## config.mk

```make
export PLATFORM = sky130hd
export DESIGN_NAME = ldm_stm_sequencer_flat
export DESIGN_NICKNAME = d
export VERILOG_FILES = /design/src/rtl/ldm_stm_sequencer_pkg.sv /design/src/rtl/ldm_stm_sequencer_if.sv /design/src/rtl/ldm_stm_sequencer_lsb_find16.sv /design/src/rtl/ldm_stm_sequencer.sv /design/src/flat_wrapper.sv
export SDC_FILE = /design/constraint.sdc
export NUM_CORES = 1
export LEC_CHECK = 0
export CAP_MARGIN = 20
export CORE_UTILIZATION = 57
export DETAILED_ROUTE_END_ITERATION = 6
export PLACE_DENSITY_LB_ADDON = 0.25
export REMOVE_ABC_BUFFERS = 1
export SYNTH_ARGS = -nofsm -noshare
export SYNTH_HDL_FRONTEND = slang
export SYNTH_SLANG_ARGS = --single-unit
```

## constraint.sdc

```tcl
create_clock -name clock -period 10.6 [get_ports clock]
set_input_delay 2.12 -clock clock [delete_from_list [all_inputs] [get_ports clock]]
set_output_delay 2.12 -clock clock [all_outputs]
set_load 0.1 [all_outputs]
```

## src/rtl/ldm_stm_sequencer_pkg.sv

```systemverilog
// ldm_stm_sequencer_pkg
// Shared definitions for the LDM/STM block-transfer sequencer.
//   state_e    : sequencer FSM states (also exported on the debug port)
//   WORD_BYTES : address step between consecutive transferred registers
//   REG_PC     : register number of the program counter
package ldm_stm_sequencer_pkg;

  typedef enum logic [1:0] {
    ST_IDLE   = 2'd0,
    ST_SETUP  = 2'd1,
    ST_XFER   = 2'd2,
    ST_FINISH = 2'd3
  } state_e;

  localparam int unsigned WORD_BYTES = 4;
  localparam logic [3:0]  REG_PC     = 4'd15;

endpackage

```

## src/rtl/ldm_stm_sequencer_if.sv

```systemverilog
// ldm_stm_sequencer_if
// Register-file and memory-port signals owned by the sequencer during a
// block transfer.
//   Register file: rf_read_num -> rf_read_data (combinational read),
//                  rf_write_en / rf_write_num / rf_write_data (write strobe).
//   Memory: valid/ready-style handshake. mem_req is the request (valid) and
//           mem_ack the completion (ready); a transfer completes in the
//           cycle where both are high. While mem_req is high and mem_ack low,
//           mem_we, mem_addr, mem_wdata and rf_read_num stay stable.
//           mem_rdata is meaningful only in the mem_ack cycle of a load.
//   master : the sequencer; slave : the register file / memory side.
interface ldm_stm_sequencer_if;
  logic [3:0]  rf_read_num;
  logic [31:0] rf_read_data;
  logic        rf_write_en;
  logic [3:0]  rf_write_num;
  logic [31:0] rf_write_data;
  logic        mem_req;
  logic        mem_we;
  logic [31:0] mem_addr;
  logic [31:0] mem_wdata;
  logic [31:0] mem_rdata;
  logic        mem_ack;

  modport master (
    output rf_read_num, rf_write_en, rf_write_num, rf_write_data,
    output mem_req, mem_we, mem_addr, mem_wdata,
    input  rf_read_data, mem_rdata, mem_ack
  );

  modport slave (
    input  rf_read_num, rf_write_en, rf_write_num, rf_write_data,
    input  mem_req, mem_we, mem_addr, mem_wdata,
    output rf_read_data, mem_rdata, mem_ack
  );
endinterface

```

## src/rtl/ldm_stm_sequencer_lsb_find16.sv

```systemverilog
// lsb_find16
// Combinational lowest-set-bit finder over a 16-bit vector.
//   vec_i : input vector
//   idx_o : index of the lowest set bit (0 when vec_i is zero)
//   any_o : 1 when any bit of vec_i is set
module lsb_find16 (
  input  logic [15:0] vec_i,
  output logic [3:0]  idx_o,
  output logic        any_o
);

  // Scan from the top down so the lowest set bit is the last to win.
  always_comb begin
    idx_o = 4'd0;
    for (int i = 15; i >= 0; i--) begin
      if (vec_i[i]) idx_o = 4'(i);
    end
  end

  assign any_o = |vec_i;

endmodule

```

## src/rtl/ldm_stm_sequencer.sv

```systemverilog
// ldm_stm_sequencer
// Walks an LDM/STM register list one register per memory transfer, lowest
// register at the lowest address, then optionally writes the final address
// back to the base register.
// Ports:
//   clock, reset     : rising-edge clock, asynchronous active-high reset
//   start            : begin a transfer (sampled only when idle)
//   reg_list, base, base_reg, load, up, pre, wback : transfer descriptor
//   busy, done       : busy in every non-idle state, done pulses in FINISH
//   dbg_state        : current FSM state
//   bus              : register-file and memory port (master side)
module ldm_stm_sequencer
  import ldm_stm_sequencer_pkg::*;
(
  input  logic                  clock,
  input  logic                  reset,
  input  logic                  start,
  input  logic [15:0]           reg_list,
  input  logic [31:0]           base,
  input  logic [3:0]            base_reg,
  input  logic                  load,
  input  logic                  up,
  input  logic                  pre,
  input  logic                  wback,
  output logic                  busy,
  output logic                  done,
  output state_e                dbg_state,
  ldm_stm_sequencer_if.master   bus
);

  state_e      state_q, state_d;
  logic [15:0] list_q;
  logic [15:0] pending_q, pending_d;
  logic [31:0] base_q;
  logic [3:0]  base_reg_q;
  logic        load_q, up_q, pre_q, wback_q;
  logic [31:0] addr_q, addr_d;
  logic [31:0] final_q, final_d;

  logic        capture;
  logic [3:0]  cur_reg;
  logic        cur_any;
  logic [4:0]  cnt;
  logic [31:0] span;
  logic        base_loaded;

  lsb_find16 u_lsb (
    .vec_i (pending_q),
    .idx_o (cur_reg),
    .any_o (cur_any)
  );

  assign capture     = (state_q == ST_IDLE) && start;
  assign busy        = (state_q != ST_IDLE);
  assign dbg_state   = state_q;
  // A loaded base register keeps its loaded value instead of the writeback.
  assign base_loaded = load_q && list_q[base_reg_q];

  always_ff @(posedge clock or posedge reset) begin
    if (reset) begin
      state_q    <= ST_IDLE;
      list_q     <= '0;
      pending_q  <= '0;
      base_q     <= '0;
      base_reg_q <= '0;
      load_q     <= 1'b0;
      up_q       <= 1'b0;
      pre_q      <= 1'b0;
      wback_q    <= 1'b0;
      addr_q     <= '0;
      final_q    <= '0;
    end else begin
      state_q   <= state_d;
      pending_q <= pending_d;
      addr_q    <= addr_d;
      final_q   <= final_d;
      if (capture) begin
        list_q     <= reg_list;
        base_q     <= base & ~32'h3;
        base_reg_q <= base_reg;
        load_q     <= load;
        up_q       <= up;
        pre_q      <= pre;
        wback_q    <= wback;
      end
    end
  end

  // Popcount and block span, only consumed in SETUP.
  always_comb begin
    cnt = '0;
    for (int i = 0; i < 16; i++) begin
      cnt = cnt + {4'd0, list_q[i]};
    end
    span = 32'(cnt) * WORD_BYTES;
  end

  always_comb begin
    state_d           = state_q;
    pending_d         = pending_q;
    addr_d            = addr_q;
    final_d           = final_q;
    done              = 1'b0;
    bus.mem_req       = 1'b0;
    bus.mem_we        = 1'b0;
    bus.mem_addr      = '0;
    bus.mem_wdata     = '0;
    bus.rf_read_num   = '0;
    bus.rf_write_en   = 1'b0;
    bus.rf_write_num  = '0;
    bus.rf_write_data = '0;

    unique case (state_q)
      ST_IDLE: begin
        if (start) begin
          pending_d = reg_list;
          state_d   = ST_SETUP;
        end
      end

      ST_SETUP: begin
        // Lowest register always sits at the lowest address, so decrementing
        // modes start at the bottom of the block and walk upwards.
        if (up_q) addr_d = pre_q ? base_q + 32'(WORD_BYTES) : base_q;
        else      addr_d = pre_q ? base_q - span : base_q - span + 32'(WORD_BYTES);
        final_d = up_q ? base_q + span : base_q - span;
        state_d = (cnt == 5'd0) ? ST_FINISH : ST_XFER;
      end

      ST_XFER: begin
        bus.mem_req     = cur_any;
        bus.mem_we      = !load_q;
        bus.mem_addr    = addr_q;
        bus.rf_read_num = cur_reg;
        bus.mem_wdata   = bus.rf_read_data;
        if (bus.mem_ack) begin
          if (load_q) begin
            bus.rf_write_en   = 1'b1;
            bus.rf_write_num  = cur_reg;
            bus.rf_write_data = bus.mem_rdata;
          end
          pending_d = pending_q & ~(16'd1 << cur_reg);
          addr_d    = addr_q + 32'(WORD_BYTES);
          if (pending_d == 16'd0) state_d = ST_FINISH;
        end
      end

      ST_FINISH: begin
        done = 1'b1;
        if (wback_q && (list_q != 16'd0) && !base_loaded) begin
          bus.rf_write_en   = 1'b1;
          bus.rf_write_num  = base_reg_q;
          bus.rf_write_data = final_q;
        end
        state_d = ST_IDLE;
      end

      default: state_d = ST_IDLE;
    endcase
  end

endmodule

```

## src/flat_wrapper.sv

```systemverilog
// flat-port wrapper written by rule: the top's interface ports become plain ports
module ldm_stm_sequencer_flat import ldm_stm_sequencer_pkg::*;
  (clock, reset, start, reg_list, base, base_reg, load, up, pre, wback, busy, done, dbg_state, bus_rf_read_num, bus_rf_write_en, bus_rf_write_num, bus_rf_write_data, bus_mem_req, bus_mem_we, bus_mem_addr, bus_mem_wdata, bus_rf_read_data, bus_mem_rdata, bus_mem_ack);
  ldm_stm_sequencer_if bus_i ();
  input  logic clock;
  input  logic reset;
  input  logic start;
  input  logic [15:0] reg_list;
  input  logic [31:0] base;
  input  logic [3:0] base_reg;
  input  logic load;
  input  logic up;
  input  logic pre;
  input  logic wback;
  output logic busy;
  output logic done;
  output state_e dbg_state;
  output wire logic [$bits(bus_i.rf_read_num)-1:0] bus_rf_read_num;
  output wire logic [$bits(bus_i.rf_write_en)-1:0] bus_rf_write_en;
  output wire logic [$bits(bus_i.rf_write_num)-1:0] bus_rf_write_num;
  output wire logic [$bits(bus_i.rf_write_data)-1:0] bus_rf_write_data;
  output wire logic [$bits(bus_i.mem_req)-1:0] bus_mem_req;
  output wire logic [$bits(bus_i.mem_we)-1:0] bus_mem_we;
  output wire logic [$bits(bus_i.mem_addr)-1:0] bus_mem_addr;
  output wire logic [$bits(bus_i.mem_wdata)-1:0] bus_mem_wdata;
  input wire logic [$bits(bus_i.rf_read_data)-1:0] bus_rf_read_data;
  input wire logic [$bits(bus_i.mem_rdata)-1:0] bus_mem_rdata;
  input wire logic [$bits(bus_i.mem_ack)-1:0] bus_mem_ack;
  assign bus_rf_read_num = bus_i.rf_read_num;
  assign bus_rf_write_en = bus_i.rf_write_en;
  assign bus_rf_write_num = bus_i.rf_write_num;
  assign bus_rf_write_data = bus_i.rf_write_data;
  assign bus_mem_req = bus_i.mem_req;
  assign bus_mem_we = bus_i.mem_we;
  assign bus_mem_addr = bus_i.mem_addr;
  assign bus_mem_wdata = bus_i.mem_wdata;
  assign bus_i.rf_read_data = bus_rf_read_data;
  assign bus_i.mem_rdata = bus_mem_rdata;
  assign bus_i.mem_ack = bus_mem_ack;
  ldm_stm_sequencer u_core (.clock(clock), .reset(reset), .start(start), .reg_list(reg_list), .base(base), .base_reg(base_reg), .load(load), .up(up), .pre(pre), .wback(wback), .busy(busy), .done(done), .dbg_state(dbg_state), .bus(bus_i));
endmodule
```

==> qor.csv <==
metric,value,unit
status,completed,
netlist_area,11060,sq um
grt-ovfl-total,0,
wire_per_inst,19.69,microns
drt-initial-drc-count,981,
drv_cap,0,
synth_edf_count,0,
setup-tns-final,0,ns
firstDrtPassIters,6,
clkLatencyLatePin,0.44,ns
clk_transition_reported_paths,0.06,ns
syn_inst,1290,
place.gp.congestion,0.9715,
cp-start-kind,flip-flop,
place.port_buffers,230,
final_nets,1621,
post-dp-hpwl,24.68,mm
antenna_found_initial,0,
dieArea,19960,sq um
cts_setup_buffers,0,
fill_cells,1436,
ys_seq_area_share,29.87,%
grt_pass1_wl,54.48,mm
cts_tree,done,
syn_avg_cell_area,8.572,sq um
grt_max_degree,93,
hold_violations,0,
numClockSinks,132,
root_buffer,clkbuf_16,
setup_viol,0,
coreArea,18830,sq um
yosysUniqueCellTypes,74,
num_vias,10820,
hold_buffers,0,
area_growth,26.70,%
worstPathRequired,10.90,ns
start_util,58.72,%
slew_violations,0,
holdPathStages,1,
cp_max_fo,16,
drc,0,
diodes,0,
cts_resized,0,
drt-vias-per-instance,6.245,
fin_crit,7.895,ns
die-width,141.3,microns
async_flop_share,100.0,%
drt_wl_total,34.11,mm
ant_nets,0,
arrival,8.19,ns
drive_above_1_share,11.21,%
r2r_cells,24,
fp.dieH,141.3,microns
grt_usage,34.89,%
fmax,0.1267,GHz
worstSetupPathType,flip-flop to flip-flop,
synth-seq-cells,132,
clockBufferDepth,2,
cts_buffers,17,
rsz0062_at_grt,false,
synthFlopType,dfrtp_1,
grt_pass1_vias,10250,
hold_class,flip-flop to flip-flop,
slew_headroom,26.78,%
tightest_slew,1.096,ns
cts_max_level,4,
io_pins,235,
fin_crit_sh,74.48,%
endpoint_kind,flip-flop,
rows,50,
yosysWarnings,0,
fin_skew,0.01003,ns
==> cell usage after synthesis (19+ instances only) <==
master / instances / area (sq um)
a21oi_1: 74 / 370.4
a22o_1: 48 / 420.4
and2_1: 63 / 394.1
and3_1: 19 / 118.9
clkbuf_1: 75 / 281.5
dfrtp_1: 132 / 3303
ha_1: 25 / 312.8
inv_1: 62 / 232.7
mux2_2: 81 / 912.1
nand2_1: 99 / 371.6
nand3_1: 40 / 200.2
nand4_1: 23 / 143.9
nor2_1: 94 / 352.8
nor3_1: 31 / 155.2
nor4_1: 23 / 143.9
o21ai_0: 55 / 275.3
xnor2_1: 65 / 569.3
xor2_1: 28 / 245.2
==> worst paths after layout <==
| kind | startpoint | to | slack, ns |
|---|---|---|---|
| min in group asynchronous | reset | u_core.pending_q[9] | 2.16 |
| worst max-delay path | u_core.list_q[0] | u_core.addr_q[29] | 2.71 |
| worst min-delay path | u_core.final_q[19] | u_core.final_q[19] | 0.51 |
| max in group asynchronous | reset | u_core.addr_q[7] | 7.00 |
| worst min register to register | u_core.final_q[19] | u_core.final_q[19] | 0.51 |
| worst max register to register | u_core.list_q[0] | u_core.addr_q[29] | 2.71 |
==> cell usage in the layout, fill, tap and decap left out, types with 7 or more instances in the layout <==
cell type          n
and4_1             9
o22ai_1           15
nor4_1            23
inv_1             61
nor2_1            94
mux2_2            81
nor3_1            31
o31a_1             7
nand4_1           23
nand2b_1          15
or3_1             14
xnor2_1           65
or4_1              7
o31ai_1           14
xor2_1            28
clkbuf_16         17
nor2b_1           10
and3_1            19
ha_1              23
a22o_1            48
o21ai_0           55
fa_1              12
clkdlybuf4s50_1  230
nand2_1           98
mux2i_1           11
a31oi_1            8
dfrtp_1          131
a21oi_1           73
and2_1            63
buf_4             12
nand3_1           40
o211ai_1           7
==> worst max-delay path: stages (launching register included) <==
cell and delay, ns:
dfrtp_1 0.39, inv_1 0.06, ha_1 0.27, inv_1 0.05, fa_1 0.49, inv_1 0.06
fa_1 0.47, fa_1 0.53, inv_1 0.05, fa_1 0.45, fa_1 0.42, fa_1 0.42
nor2b_1 0.13, o21a_1 0.22, inv_1 0.07, ha_1 0.28, nor4_2 0.46, nand2b_1 0.51
nor4_1 0.60, o32ai_2 0.25, nor4_4 0.42, nand4_2 0.25, or4_1 0.53, a211oi_1 0.25
o211ai_1 0.12
==> metrics by stage <==
step | setup WS (ns) | hold slack (ns) | area, sq um | utilization (%) | cells
5_1_grt | 2.191 | 0.5350 | 14010 | 74.41 | 1732
3_3_place_gp | 3.031 | 0.4925 | 13440 | 71.36 | 1701
4_1_cts | 2.775 | 0.5142 | 14010 | 74.41 | 1732
6_report | 2.705 | 0.5100 | 14010 | 74.41 | 1732
3_5_place_dp | 2.860 | 0.5005 | 13440 | 71.36 | 1701
2_1_floorplan | 3.110 | 0.4805 | 10700 | - | 1199
==> flip-flops by register name, indices dropped and copies added (netlist names) <==
| name | flops |
|---|---|
| u_core.dbg_state | 2 |
| u_core.wback_q | 1 |
| u_core.base_q | 30 |
| u_core.final_q | 30 |
| u_core.addr_q | 30 |
| u_core.list_q | 16 |
| u_core.pre_q | 1 |
| u_core.base_reg_q | 4 |
| u_core.pending_q | 16 |
| u_core.load_q | 1 |
| u_core.up_q | 1 |
==> logic make-up after synthesis <==
family / Yosys count / synth area share, %
and+or+nand+nor: 480 / 23.60
AOI/OAI and AO/OA: 292 / 17.97
buffers and inverters: 155 / 5.442
DFF: 132 / 29.87
muxes: 99 / 10.57
xor gates and xnor gates: 94 / 7.513
adders and majority gates: 37 / 5.001
other: 1 / 0.03391
==> cell type report <==
class | instances | area, sq um | area share, %
well taps | 260 | 325.3 | 2.322
flip-flops and latches | 132 | 3304 | 23.58
repair buffers | 242 | 2392 | 17.07
clock inverters | 12 | 131.4 | 0.9377
inverters | 63 | 239.0 | 1.706
clock buffers | 19 | 442.9 | 3.161
multi-input cells | 1004 | 7176 | 51.21
==> per-layer routing <==
metal	share of wire [%]	track usage, %	wire [microns]
met1	40	44.87	13770
met2	48	57.63	16490
met3	7.3	5.636	2475
met4	4.0	16.42	1366
met5	0	0	0
Power is left out: the tool's default activity adds up to more than one toggle a clock period on the data nets, which glitch-free logic cannot reach.
